**config.mk**
```make
export PLATFORM = sky130hd
export DESIGN_NAME = mem_port_arbiter
export DESIGN_NICKNAME = d
export VERILOG_FILES = /design/src/rtl/mem_port_arbiter.sv
export SDC_FILE = /design/constraint.sdc
export NUM_CORES = 1
export LEC_CHECK = 0
export BUFFER_PORTS_ARGS = -buffer_cell sky130_fd_sc_hd__buf_2
export CAP_MARGIN = 10
export CORE_MARGIN = 5
export CORE_UTILIZATION = 35
export CTS_CLUSTER_SIZE = 12
export DETAILED_ROUTE_END_ITERATION = 10
export PLACE_DENSITY_LB_ADDON = 0.08
export SLEW_MARGIN = 15
export SYNTH_ARGS = -nofsm -noshare
export SYNTH_HDL_FRONTEND = slang
export SYNTH_SLANG_ARGS = --single-unit
```
**constraint.sdc**
```tcl
create_clock -name clk -period 2.3 [get_ports clk]
set_clock_uncertainty 0.2 [all_clocks]
set_input_delay 0.115 -clock clk [delete_from_list [all_inputs] [get_ports clk]]
set_output_delay 0.115 -clock clk [all_outputs]
set_load 0.05 [all_outputs]
```
**src/rtl/mem_port_arbiter.sv**
```systemverilog
// Arbitrates a single-ported RAM between instruction fetch and data access.
// Optional fetch fairness is enabled by defining ARB_FETCH_FAIRNESS_EN.
module mem_port_arbiter #(
    parameter int ADDR_W     = 16,
    parameter int DATA_W     = 16,
    parameter int MEM_LAT    = 2,
    parameter int STARVE_MAX = 4
) (
    input  logic              clk,
    input  logic              rst_n,
    input  logic              if_req,
    input  logic [ADDR_W-1:0] if_addr,
    output logic              if_ack,
    output logic [DATA_W-1:0] if_rdata,
    output logic              if_stall,
    input  logic              dm_read,
    input  logic              dm_write,
    input  logic [ADDR_W-1:0] dm_addr,
    input  logic [DATA_W-1:0] dm_wdata,
    output logic              dm_ack,
    output logic [DATA_W-1:0] dm_rdata,
    output logic              dm_stall,
    output logic              mem_en,
    output logic              mem_we,
    output logic [ADDR_W-1:0] mem_addr,
    output logic [DATA_W-1:0] mem_wdata,
    input  logic [DATA_W-1:0] mem_rdata
);

    typedef enum logic [1:0] {IDLE, WAIT, RESP} stateT;
    typedef enum logic {FETCH, DATA} ownerT;

    stateT      state, stateNext;
    ownerT      owner, ownerNext;
    logic [3:0] latCnt, latCntNext;
    logic       captureRead;
    logic       dmReq;
    logic       forceFetch;
    logic       grantFetch, grantData;

    if (MEM_LAT < 1 || MEM_LAT > 15 || STARVE_MAX < 1) begin : gBadParam
        $error("mem_port_arbiter: MEM_LAT must be 1..15 and STARVE_MAX at least 1");
    end

    assign dmReq = dm_read | dm_write;

`ifdef ARB_FETCH_FAIRNESS_EN
    localparam int STARVE_W = $clog2(STARVE_MAX + 1);

    logic [STARVE_W-1:0] starveCnt;

    assign forceFetch = (starveCnt == STARVE_W'(STARVE_MAX));

    // Counts data grants that overtook a waiting fetch; never passes STARVE_MAX
    // because at that value a waiting fetch always wins.
    always_ff @(posedge clk or negedge rst_n) begin
        if (!rst_n) begin
            starveCnt <= '0;
        end else if (grantFetch) begin
            starveCnt <= '0;
        end else if (grantData && if_req) begin
            starveCnt <= starveCnt + 1'b1;
        end
    end
`else
    assign forceFetch = 1'b0;
`endif

    // Grants only exist in IDLE; gating with rst_n keeps the RAM strobe quiet
    // while reset is held, since the strobe is combinational.
    always_comb begin
        grantFetch = 1'b0;
        grantData  = 1'b0;
        if (rst_n && state == IDLE) begin
            if (dmReq && !(forceFetch && if_req)) begin
                grantData = 1'b1;
            end else if (if_req) begin
                grantFetch = 1'b1;
            end
        end
    end

    assign mem_en    = grantFetch | grantData;
    assign mem_we    = grantData & dm_write;
    assign mem_addr  = grantData ? dm_addr : (grantFetch ? if_addr : '0);
    assign mem_wdata = (grantData && dm_write) ? dm_wdata : '0;

    assign if_ack   = (state == RESP) && (owner == FETCH);
    assign dm_ack   = (state == RESP) && (owner == DATA);
    assign if_stall = if_req & ~if_ack;
    assign dm_stall = dmReq & ~dm_ack;

    always_ff @(posedge clk or negedge rst_n) begin
        if (!rst_n) begin
            state  <= IDLE;
            owner  <= FETCH;
            latCnt <= '0;
        end else begin
            state  <= stateNext;
            owner  <= ownerNext;
            latCnt <= latCntNext;
        end
    end

    always_comb begin
        stateNext   = state;
        ownerNext   = owner;
        latCntNext  = latCnt;
        captureRead = 1'b0;
        case (state)
            IDLE: begin
                if (grantData) begin
                    ownerNext = DATA;
                    if (dm_write) begin
                        stateNext = RESP;
                    end else begin
                        latCntNext = 4'(MEM_LAT);
                        stateNext  = WAIT;
                    end
                end else if (grantFetch) begin
                    ownerNext  = FETCH;
                    latCntNext = 4'(MEM_LAT);
                    stateNext  = WAIT;
                end
            end
            WAIT: begin
                if (latCnt <= 4'd1) begin
                    captureRead = 1'b1;
                    latCntNext  = '0;
                    stateNext   = RESP;
                end else begin
                    latCntNext = latCnt - 4'd1;
                end
            end
            RESP: begin
                stateNext = IDLE;
            end
            default: begin
                stateNext = IDLE;
            end
        endcase
    end

    always_ff @(posedge clk or negedge rst_n) begin
        if (!rst_n) begin
            if_rdata <= '0;
            dm_rdata <= '0;
        end else if (captureRead) begin
            if (owner == FETCH) begin
                if_rdata <= mem_rdata;
            end else begin
                dm_rdata <= mem_rdata;
            end
        end
    end

endmodule

```
==> results of run 1 <==
## cells in the mapped netlist, types with 2 or more instances
library cell  number
dfrtp_1           39
mux2_2            32
a22o_1            16
and2_1            16
nor2_1             8
inv_1              5
buf_2              4
buf_6              3
a21oi_1            2
and3_1             2
clkbuf_1           2
ha_1               2
nor2b_1            2
nor3_1             2
o21ai_0            2
o31a_1             2
## area by class of cell
cell class,count,area (um2)
clock buffers,5,68.8
clock inverters,3,43.8
fillers,487,2470
inverters,5,18.8
multi-input cells,101,870
flip-flops and latches,39,977
well taps,72,90.1
repair buffers,160,898
## routing by layer
metal / wire length, um / vias to the layer above / part of all wire / track usage
li1: - / 869 / - / -
met1: 2020 / 808 / 0.40 / 0.166
met2: 2570 / 73 / 0.51 / 0.252
met3: 424 / 2 / 0.084 / 0.0343
met4: 44 / 0 / 0.0087 / 0.0489
met5: 0 / - / 0 / 0
## logic make-up after synthesis
| family | synth area share |
|---|---|
| AND/OR/NAND/NOR | 0.130 |
| adder cells (fa/ha/maj) | 0.0129 |
| flip-flops | 0.503 |
| buffers and inverters | 0.0529 |
| multiplexers | 0.186 |
| AO/OA/AOI/OAI | 0.116 |
## worst max-delay path, cell delays in order, from the launching register on
cell,delay [ps]
dfrtp_2,480
nor2_1,180
and3b_2,310
buf_4,190
a22o_1,130
buf_2,260
## per-stage QoR
| step | hold slack [ps] | utilization | total power (W) | instance area, um2 | cells |
|---|---|---|---|---|---|
| finish | 165 | 0.545 | 0.00430 | 2970 | 385 |
| global route | 207 | 0.545 | 0.00454 | 2970 | 385 |
| CTS | 157 | 0.545 | 0.00434 | 2960 | 385 |
| detailed placement | -166 | 0.493 | 0.00376 | 2680 | 360 |
| global placement | -159 | 0.493 | 0.00374 | 2680 | 360 |
| floorplan | -381 | - | 0.00320 | 1950 | 156 |
## repair_timing
| action | in CTS | in global routing |
|---|---|---|
| buffers inserted | 0 | 0 |
| hold buffers | 17 | 0 |
| hold endpoints to repair | 71 | 0 |
| gates resized for setup | 0 | 3 |
| endpoints found under the setup margin | 0 | 26 |
## sequential cells by signal (all words and copies together), names as in the netlist
signal	flops
dm_rdata	16
if_rdata	16
latCnt	4
owner	1
state	2
## worst min path at each step
stage	slack (ps)	end	startpoint	depth (start not counted)
floorplan	-380	dm_rdata[0]$_DFFE_PN0P_	rst_n	0
global placement	-160	owner$_DFFE_PN0P_	rst_n	1
detailed placement	-170	latCnt[2]$_DFFE_PN0P_	rst_n	1
CTS	160	latCnt[2]$_DFFE_PN0P_	dm_write	5
global route	210	latCnt[2]$_DFFE_PN0P_	dm_write	5
finish	170	latCnt[2]$_DFFE_PN0P_	dm_write	5
## power groups by stage
stage,Clock [W],Sequential (W),Combinational [W]
6_report,0.000554,0.00123,0.00252
5_1_grt,0.000605,0.00128,0.00266
4_1_cts,0.000575,0.00123,0.00254
3_5_place_dp,0,0.00124,0.00251
3_3_place_gp,0,0.00124,0.00250
2_1_floorplan,0,0.00216,0.00105
==> out/metrics.cfg, run 1 <==
[run_status]
status=finished, final reports clean

[critical_path]
crit_fanout=10
cp.arrival_ps=1820
regToRegSetupSlack_ps=260
r2r-start=latCnt[0]$_DFFE_PN0P_
critPathRequiredTime_ps=1990
worstSetupStartpointType=flip-flop
worst-setup-path-type=reg -> out
reg2reg_depth=7
crit_path_end=mem_addr[9]
reg2reg_to=if_rdata[12]$_DFFE_PN0P_
startpoint=state[0]$_DFFE_PN0P_
end_kind=primary output

[flow_run]
maxCapViolCount=0

[clock_tree]
clk_pin_slew_ps=70
cts_tree=yes
clock_latency_ps=280
clkSinkCount=39
clockBufferDepth=2
cts_root_buf=clkbuf_8
cts_buffers=5
htreeDepth=2

[die]
coreArea_mm2=0.00544
die_area_mm2=0.00713
ios=139
die-height_um=84.5
initial_core_util=0.357
row_count=27
fp.dieW_um=84.5

[final_layout]
num_antenna_cells=0
area_growth_pct=52.9
final_common_cell=buf_2
nNetsFinal=383
layout_common_cells=138 x buf_2, 38 x dfrtp_1, 32 x mux2_2
drive_gt1_frac=0.607

[global_route]
gr-total-overflow=0
grt_pass1_vias=1831
grt_max_degree=29
grt_util_all_layers=0.141
grt_pass1_wl_um=8350
antenna_found_initial=0

[timing]
finalHoldViolCount=0
tns_ps=0
rsz0062_at_grt=false
tightestPinTransition_ps=530
period_share=0.930
fmax_mhz=468
period_minus_slack_ps=2140
setup_violations=0
final_max_slew_viol_count=0
fin_ws_ps=162
slew_headroom=0.645

[yosys]
synth_nets=227
synth_top_area_cell=dfrtp_1
yosys_warnings=0
ys_types=33
yosys_register_bits=39
synthCells=156
synth.area.top_cells=dfrtp_1 50%, mux2_2 19%, a22o_1 7.2%
synth-main-ff-cell=dfrtp_1
syn_area_per_cell_um2=12.4
yosysSeqAreaShare=0.503
synth_enable_flop_cells=0
async_flop_share=1.00
syn-cell-area_mm2=0.00194
synth_top_area_frac=0.503

[power]
ir_drop_uv=546
p_sw_w=0.00224
clockPowerShare=0.129
p_int_w=0.00206
seqPwrFrac=0.285
leakage_nw=1.62
p_sw_frac=0.521
power_frac_comb=0.586
p_per_area_mw_per_mm2=1450

[placed_design]
port_buffers=138
dp_hpwl_um=3960
preCtsSetupSlack_ps=246
routabilityCongestion=0.749

[detailed_routing]
viasPerCell=4.55
vias=1752
dr.pass1.iters=5
drt_iter0_drc=12
remaining_drc_errors=0
ant_nets=0
wl_per_cell_um=13.1
totalWireLength_um=5060

[worst_hold_path]
hold_class=in -> reg

No activity file was read; power rests on OpenSTA's default activity.
==> run 2, diff against run 1 <==
--- a/config.mk
+++ b/config.mk
@@ -7,8 +7,10 @@
 export LEC_CHECK = 0
 export BUFFER_PORTS_ARGS = -buffer_cell sky130_fd_sc_hd__buf_2
 export CAP_MARGIN = 10
+export CELL_PAD_IN_SITES_DETAIL_PLACEMENT = 0
+export CELL_PAD_IN_SITES_GLOBAL_PLACEMENT = 2
 export CORE_MARGIN = 5
-export CORE_UTILIZATION = 35
+export CORE_UTILIZATION = 25
 export CTS_CLUSTER_SIZE = 12
 export DETAILED_ROUTE_END_ITERATION = 10
 export PLACE_DENSITY_LB_ADDON = 0.08
==> constraint.sdc (replaced) <==
create_clock -name clk -period 2.63 [get_ports clk]
set_clock_uncertainty 0.2 [all_clocks]
set_input_delay 0.1315 -clock clk [delete_from_list [all_inputs] [get_ports clk]]
set_output_delay 0.1315 -clock clk [all_outputs]
set_load 0.05 [all_outputs]
==> out/metrics.cfg, run 2 (synthesized netlist as in run 1, its figures left out) <==
[final_layout]
layout_common_cells=138 x buf_2, 39 x dfrtp_1, 32 x mux2_2  ; was 138 x buf_2, 38 x dfrtp_1, 32 x mux2_2
final_common_cell=buf_2  ; unchanged
multi_input_area_um2=862  ; was 870 um2
drive_gt1_frac=0.590  ; was 0.607
top_regs=dm_rdata: 16 flops, if_rdata: 16 flops, latCnt: 4 flops  ; unchanged
area_growth_pct=52.5  ; was 52.9%
num_antenna_cells=0  ; unchanged
final_cells=414  ; was 385
nNetsFinal=382  ; was 383
fillCellCount=774  ; was 487
seqCellArea_um2=976  ; was 977 um2

[clock_tree]
clk_pin_slew_ps=70  ; about the same
cts_buffers=5  ; unchanged
clockBufferDepth=2  ; unchanged
cts_tree=yes  ; unchanged
cts_root_buf=clkbuf_8  ; unchanged
htreeDepth=2  ; unchanged
clkSinkCount=39  ; unchanged
clock_latency_ps=290  ; was 280 ps
cts_setup_buffers=0  ; unchanged

[power]
p_per_area_mw_per_mm2=1240  ; was 1450 mW/mm2
leakage_nw=1.60  ; was 1.62 nW
ir_drop_uv=272  ; was 546 uV

[global_route]
antenna_found_initial=0  ; unchanged
gr-total-overflow=0  ; unchanged
grt_pass1_vias=1789  ; was 1831
grt_util_all_layers=0.120  ; was 0.141
grt_max_degree=37  ; was 29
grt_pass1_wl_um=9160  ; was 8350 um

[critical_path]
r2r-start=latCnt[0]$_DFFE_PN0P_  ; unchanged
end_kind=primary output  ; unchanged
crit_fanout=13  ; was 10
worstSetupStartpointType=flip-flop  ; unchanged
regToRegSetupSlack_ps=560  ; was 260 ps
reg2reg_to=dm_rdata[2]$_DFFE_PN0P_  ; was if_rdata[12]$_DFFE_PN0P_
reg2reg_depth=6  ; was 7
worst-setup-path-type=reg -> out  ; unchanged
cp.arrival_ps=1960  ; was 1820 ps
critPathRequiredTime_ps=2300  ; was 1990 ps

[timing]
rsz0062_at_grt=false  ; unchanged
final_max_slew_viol_count=0  ; unchanged
period_minus_slack_ps=2290
slew_headroom=0.677  ; was 0.645
tns_ps=0  ; unchanged
tightestPinTransition_ps=484  ; was 530 ps
finalHoldViolCount=0  ; unchanged
period_share=0.872
fmax_mhz=436
fin_ws_ps=336  ; was 162 ps
setup_violations=0  ; unchanged

[die]
fp.dieW_um=98.1  ; was 84.5 um
ios=139  ; unchanged
die_area_mm2=0.00962  ; was 0.00713 mm2
initial_core_util=0.254  ; was 0.357
row_count=32  ; was 27
die-height_um=98.1  ; was 84.5 um
coreArea_mm2=0.00765  ; was 0.00544 mm2

[detailed_routing]
vias=1730  ; was 1752
viasPerCell=4.18  ; was 4.55
ant_nets=0  ; unchanged
drt_iter0_drc=24  ; was 12
wl_per_cell_um=14.2  ; was 13.1 um
remaining_drc_errors=0  ; unchanged
dr.pass1.iters=4  ; was 5
totalWireLength_um=5870  ; was 5060 um

[placed_design]
place_inst=389  ; was 360
preCtsSetupSlack_ps=550  ; was 246 ps
routabilityCongestion=0.712  ; was 0.749
port_buffers=138  ; unchanged
dp_hpwl_um=4510  ; was 3960 um

[worst_hold_path]
hold_class=in -> async  ; was in -> reg

[flow_run]
maxCapViolCount=0  ; unchanged

[run_status]
status=finished, final reports clean  ; unchanged

==> run 2: critical path: stages (launching register included) <==
cell and delay [ps]:
dfrtp_1 490, nor2_1 200, and4_1 340, buf_4 240, a22o_1 150, buf_2 260
==> run 2: through the flow <==
stage	util	hold WS [ps]	power (W)	cell area, um2
finish	0.387	42.6	0.00367	2960
global route	0.387	75.0	0.00388	2960
CTS	0.387	48.9	0.00372	2960
detailed placement	0.354	-222	0.00330	2710
global placement	0.354	-221	0.00330	2710
floorplan	-	-364	0.00280	1940
==> run 2: area by class of cell <==
class / instances / share of cell area
clock buffers: 6 / 0.0245
well taps: 102 / 0.0431
flip-flops and latches: 39 / 0.330
multi-input cells: 101 / 0.291
clock inverters: 2 / 0.00423
inverters: 5 / 0.00634
repair buffers: 159 / 0.301
==> run 2: how the worst max path moves through the flow <==
stage	startpoint	to	cells past startpoint
final	state[0]$_DFFE_PN0P_	mem_addr[14]	5
after global routing	state[0]$_DFFE_PN0P_	mem_wdata[8]	4
after CTS	state[0]$_DFFE_PN0P_	mem_addr[14]	5
after detailed placement	latCnt[0]$_DFFE_PN0P_	dm_rdata[13]$_DFFE_PN0P_	6
after global placement	latCnt[1]$_DFFE_PN0P_	if_rdata[0]$_DFFE_PN0P_	7
after floorplan	state[0]$_DFFE_PN0P_	if_stall	3
==> run 2: power by group <==
| group | leakage, nW | total [W] | internal, W | switching [W] |
|---|---|---|---|---|
| Clock | 0.0412 | 0.000387 | 0.000185 | 0.000202 |
| Combinational | 1.07 | 0.00221 | 0.000628 | 0.00159 |
| Sequential | 0.482 | 0.00107 | 0.000885 | 0.000185 |
| Total | 1.60 | 0.00367 | 0.00170 | 0.00197 |
==> run 2: layer usage <==
metal,share of wire,GRT usage
met4,0.0084,0.0351
met3,0.065,0.0343
met5,0,0
met2,0.53,0.215
met1,0.40,0.140
==> run 2: repair_timing <==
action | CTS | global route
hold buffers | 17 | 0
resized for setup | 0 | 0
hold endpoints to repair | 71 | 0
